$ cat src/rtl/reg_file_rename.sv
// Architectural register file with per-register ROB rename tags.
// Resolves issue operands combinationally; retires commits, renames at issue and drops all tags on flush.
module reg_file_rename #(
    parameter int REG_BIT = 5,
    parameter int ROB_BIT = 4,
    parameter int DAT_W   = 32
) (
    input  logic               clk,
    input  logic               rst,
    input  logic               en,
    input  logic               flush_i,
    input  logic               is_en_i,
    input  logic               is_wr_i,
    input  logic [REG_BIT-1:0] is_rs1_i,
    input  logic [REG_BIT-1:0] is_rs2_i,
    input  logic [REG_BIT-1:0] is_rd_i,
    input  logic [ROB_BIT-1:0] is_q_i,
    output logic [DAT_W-1:0]   is_vj_o,
    output logic [ROB_BIT-1:0] is_qj_o,
    output logic [DAT_W-1:0]   is_vk_o,
    output logic [ROB_BIT-1:0] is_qk_o,
    input  logic               cmt_en_i,
    input  logic [REG_BIT-1:0] cmt_rd_i,
    input  logic [ROB_BIT-1:0] cmt_q_i,
    input  logic [DAT_W-1:0]   cmt_v_i,
    output logic [ROB_BIT-1:0] rob_reqqj_o,
    output logic [ROB_BIT-1:0] rob_reqqk_o,
    input  logic               rob_rdyj_i,
    input  logic               rob_rdyk_i,
    input  logic [DAT_W-1:0]   rob_vj_i,
    input  logic [DAT_W-1:0]   rob_vk_i
);
    localparam int NREG = 1 << REG_BIT;

    logic [DAT_W-1:0]   r_val [NREG];
    logic [ROB_BIT-1:0] r_tag [NREG];

    logic [DAT_W+ROB_BIT-1:0] w_res_j;
    logic [DAT_W+ROB_BIT-1:0] w_res_k;
    logic [ROB_BIT-1:0]       w_tag_j;
    logic [ROB_BIT-1:0]       w_tag_k;
    logic                     w_cmt_wr;
    logic                     w_ren_wr;

    // Priority: x0, same-cycle commit forward, architectural value, ROB ready data, pending tag.
    function automatic logic [DAT_W+ROB_BIT-1:0] f_resolve(
        input logic [REG_BIT-1:0] rs,
        input logic [ROB_BIT-1:0] tag,
        input logic [DAT_W-1:0]   val,
        input logic               rdy,
        input logic [DAT_W-1:0]   rob_v,
        input logic               c_en,
        input logic [REG_BIT-1:0] c_rd,
        input logic [ROB_BIT-1:0] c_q,
        input logic [DAT_W-1:0]   c_v
    );
        logic [DAT_W+ROB_BIT-1:0] res;
        if (rs == '0)
            res = '0;
        else if (c_en && (c_rd == rs) && (tag != '0) && (c_q == tag))
            res = {c_v, {ROB_BIT{1'b0}}};
        else if (tag == '0)
            res = {val, {ROB_BIT{1'b0}}};
        else if (rdy)
            res = {rob_v, {ROB_BIT{1'b0}}};
        else
            res = {{DAT_W{1'b0}}, tag};
        return res;
    endfunction

    assign w_tag_j     = r_tag[is_rs1_i];
    assign w_tag_k     = r_tag[is_rs2_i];
    assign rob_reqqj_o = w_tag_j;
    assign rob_reqqk_o = w_tag_k;

    assign w_res_j = f_resolve(is_rs1_i, w_tag_j, r_val[is_rs1_i], rob_rdyj_i, rob_vj_i,
                               cmt_en_i, cmt_rd_i, cmt_q_i, cmt_v_i);
    assign w_res_k = f_resolve(is_rs2_i, w_tag_k, r_val[is_rs2_i], rob_rdyk_i, rob_vk_i,
                               cmt_en_i, cmt_rd_i, cmt_q_i, cmt_v_i);

    assign {is_vj_o, is_qj_o} = w_res_j;
    assign {is_vk_o, is_qk_o} = w_res_k;

    assign w_cmt_wr = cmt_en_i && (cmt_rd_i != '0);
    assign w_ren_wr = is_en_i && is_wr_i && (is_rd_i != '0) && !flush_i;

    // Later assignments win: commit clear, then rename, then flush of all tags.
    always_ff @(posedge clk) begin
        if (rst) begin
            for (int i = 0; i < NREG; i++) begin
                r_val[i] <= '0;
                r_tag[i] <= '0;
            end
        end else if (en) begin
            if (w_cmt_wr) begin
                r_val[cmt_rd_i] <= cmt_v_i;
                if (r_tag[cmt_rd_i] == cmt_q_i)
                    r_tag[cmt_rd_i] <= '0;
            end
            if (w_ren_wr)
                r_tag[is_rd_i] <= is_q_i;
            if (flush_i) begin
                for (int i = 0; i < NREG; i++)
                    r_tag[i] <= '0;
            end
        end
    end

endmodule

$ cat config.mk
export PLATFORM = sky130hd
export DESIGN_NAME = reg_file_rename
export DESIGN_NICKNAME = d
export VERILOG_FILES = /design/src/rtl/reg_file_rename.sv
export SDC_FILE = /design/constraint.sdc
export NUM_CORES = 2
export LEC_CHECK = 0
export CAP_MARGIN = 20
export CORE_MARGIN = 1.5
export CORE_UTILIZATION = 35
export DETAILED_ROUTE_END_ITERATION = 8
export HOLD_SLACK_MARGIN = 0.06
export PLACE_DENSITY = 0.54
export SYNTH_ARGS = -nofsm -noshare
export SYNTH_HDL_FRONTEND = slang
export SYNTH_SLANG_ARGS = --single-unit
$ cat constraint.sdc
create_clock -name clk -period 10.9 [get_ports clk]
set_input_delay 2.18 -clock clk [delete_from_list [all_inputs] [get_ports clk]]
set_output_delay 2.18 -clock clk [all_outputs]
set_load 0.02 [all_outputs]
==> results.tsv <==
metric	value	unit
cell area power density	154	nW/um^2
largest net degree at the start of global routing	111	
row cnt	157	
Worst EP required	8.72	ns
synthesized area	64800	sq um
Core Area	183000	sq um
H-tree Lvls	4	
WL met2	114000	um
critical-path maximum fanout	91	
relative slew slack	0.204	
Worst setup EP type	primary output	
Clock transition at path regs	0.06	ns
WL per Instance	33.7	um
final setup fails	0	
Max VDD drop	0.000146	V
met3 WL post-DR	18600	um
top_reg_cell synth	edfxtp_1	
FF+latch count, synth	1152	
Top Ports	213	
die area	188000	sq um
Critical Path AT	7.06	ns
CTS root buffer	clkbuf_16	
final worst-path cycle share	0.848	
sequential area share after synthesis	0.534	
vias in the first global route	42500	
width of the die	433	um
TritonRoute pass-1 iters	5	
antenna violations before repair	11	
Residual DRC	0	
Die Y	433	um
Hold WC Path Type	reg2reg	
worst clock skew	0.0247	ns
minimum clock period	9.24	ns
CTS Sinks	1152	
Starting Density	0.353	
DR top layer	met5	
first-pass GRT wire length	335000	um
Clk Latency, worst-skew pair	0.79	ns
most common cell after layout, fill and taps aside	edfxtp_1	
post_cts resized	0	
Cell variety after synth	67	
GRT Residual Overflow	0	
port bufs	212	
GRT Util Overall	0.254	
EDFF count, synth	1152	
Avg Cell Area, Syn	14.3	sq um
layout cells sized above 1	0.219	
final hold viol count	0	
pins over their slew limit	0	
Max-Cap Viols	0	
fraction of registers with async set/reset	0	
Final nets	4709	
Yosys warnings	0	
leakage	25.1	nW
WS Path Type	in2out	
RSZ-0062 raised after global routing	no	
setup TNS	0	ns
CTS Buf Count	131	
Worst setup SP type	input pin	
DR vias/cell	6.07	
outcome	completed	
Final GP Congestion	0.886	
antenna viol nets, final	0	
cell count after synthesis	4543	
most frequent cells in the layout	edfxtp_1 (1,152), and2_1 (823), mux4_2 (561)	
CTS tree	yes	
Total Routed Length	241000	um
worst-case clock buffer depth	3	
vias post-DR	43400	
fmax	108	MHz
Post-CTS Setup Bufs	0	
P&R area growth vs syn	13.8	%
Worst Tran Pin Value	1.19	ns
count of hold-fix buffers inserted at cts	0	
DPL Wire Length	149000	um
M1 wire length	96300	um
DR iter-0 viols	5320	
WHS	2.05	ns
-- Yosys cell counts, types with 14 or more instances --
master / n / area [sq um]
edfxtp_1: 1152 / 34600
and2_1: 823 / 5150
mux4_2: 561 / 12600
clkbuf_1: 383 / 1440
mux2i_1: 319 / 3190
nor3_1: 297 / 1490
nor2_1: 148 / 556
a21oi_1: 124 / 621
nand2_1: 82 / 308
buf_2: 68 / 340
a221oi_1: 56 / 490
a22oi_1: 49 / 368
nand3_1: 46 / 230
o211ai_1: 41 / 308
o21ai_0: 40 / 200
or2_2: 33 / 206
o211a_1: 31 / 310
a211o_1: 26 / 228
nor4_1: 26 / 163
buf_4: 25 / 188
buf_1: 18 / 67.6
nor2b_1: 14 / 87.6
-- power by group --
| group | switching, mW | total [mW] | internal, mW |
|---|---|---|---|
| Clock | 1.92 | 4.38 | 2.45 |
| Sequential | 0.132 | 5.25 | 5.12 |
| Combinational | 1.02 | 1.70 | 0.680 |
| Total | 3.08 | 11.3 | 8.25 |
-- cell families (layout without fill, tap and decap cells) --
kind of cell,after synthesis,in the layout,share of synthesized area
flops,1152,1152,0.534
xor+xnor,18,18,0.00243
compound gates,437,437,0.0483
buf+inv,528,633,0.0358
mux,896,896,0.249
simple gates,1511,1511,0.131
other cells,1,38,0.0000579
-- stage by stage --
| stage | std cells | instance area (sq um) | setup WS [ns] | power (mW) | util |
|---|---|---|---|---|---|
| after detailed placement | 6901 | 69400 | 1.71 | 7.01 | 0.378 |
| after global placement | 6897 | 69300 | 1.69 | 6.99 | 0.378 |
| final | 7149 | 73700 | 1.66 | 11.3 | 0.402 |
| after floorplan | 4578 | 64900 | 3.54 | 6.27 | - |
| after CTS | 7141 | 73600 | 1.69 | 11.3 | 0.401 |
| after global routing | 7148 | 73700 | 1.53 | 11.6 | 0.402 |
-- critical path, stage by stage --
cell	delay, ns
buf_8	0.60
mux4_2	0.47
a22o_1	0.20
a211oi_1	0.58
nor2_1	0.19
or4_2	0.70
nand4_1	0.58
buf_12	0.30
o211ai_1	0.19
o211a_1	0.17
clkdlybuf4s50_1	0.56
-- worst paths after layout --
| kind | from | to | slack (ns) | cells after the start |
|---|---|---|---|---|
| min reg2reg | r_tag[19][3]$_SDFFCE_PN0P_ | r_tag[31][0]$_SDFFCE_PN0P_ | 2.05 | 6 |
| max reg2reg | r_tag[12][2]$_SDFFCE_PN0P_ | r_tag[24][0]$_SDFFCE_PN0P_ | 6.71 | 8 |
| min | r_tag[19][3]$_SDFFCE_PN0P_ | r_tag[31][0]$_SDFFCE_PN0P_ | 2.05 | 6 |
| max | is_rs2_i[1] | is_vk_o[11] | 1.66 | 11 |
-- layer usage --
metal | GRT usage | vias to the layer above
li1 | - | 17800
met1 | 0.338 | 22900
met2 | 0.407 | 2193
met3 | 0.0437 | 428
met4 | 0.110 | 6
met5 | 0 | -
-- cell type report --
| type | count | area (sq um) |
|---|---|---|
| clock buffers | 161 | 3430 |
| inverters | 15 | 56.3 |
| repair buffers | 378 | 3630 |
| diodes | 2 | 5.00 |
| fillers | 17000 | 110000 |
| multi-input cells | 2898 | 28200 |
| well taps | 2464 | 3080 |
| flip-flops and latches | 1152 | 34600 |
| clock inverters | 79 | 729 |
-- state kept, by name (all words and copies together) (netlist names) --
name / count
r_val: 1024
r_tag: 128
No activity file was read; power rests on OpenSTA's default activity.
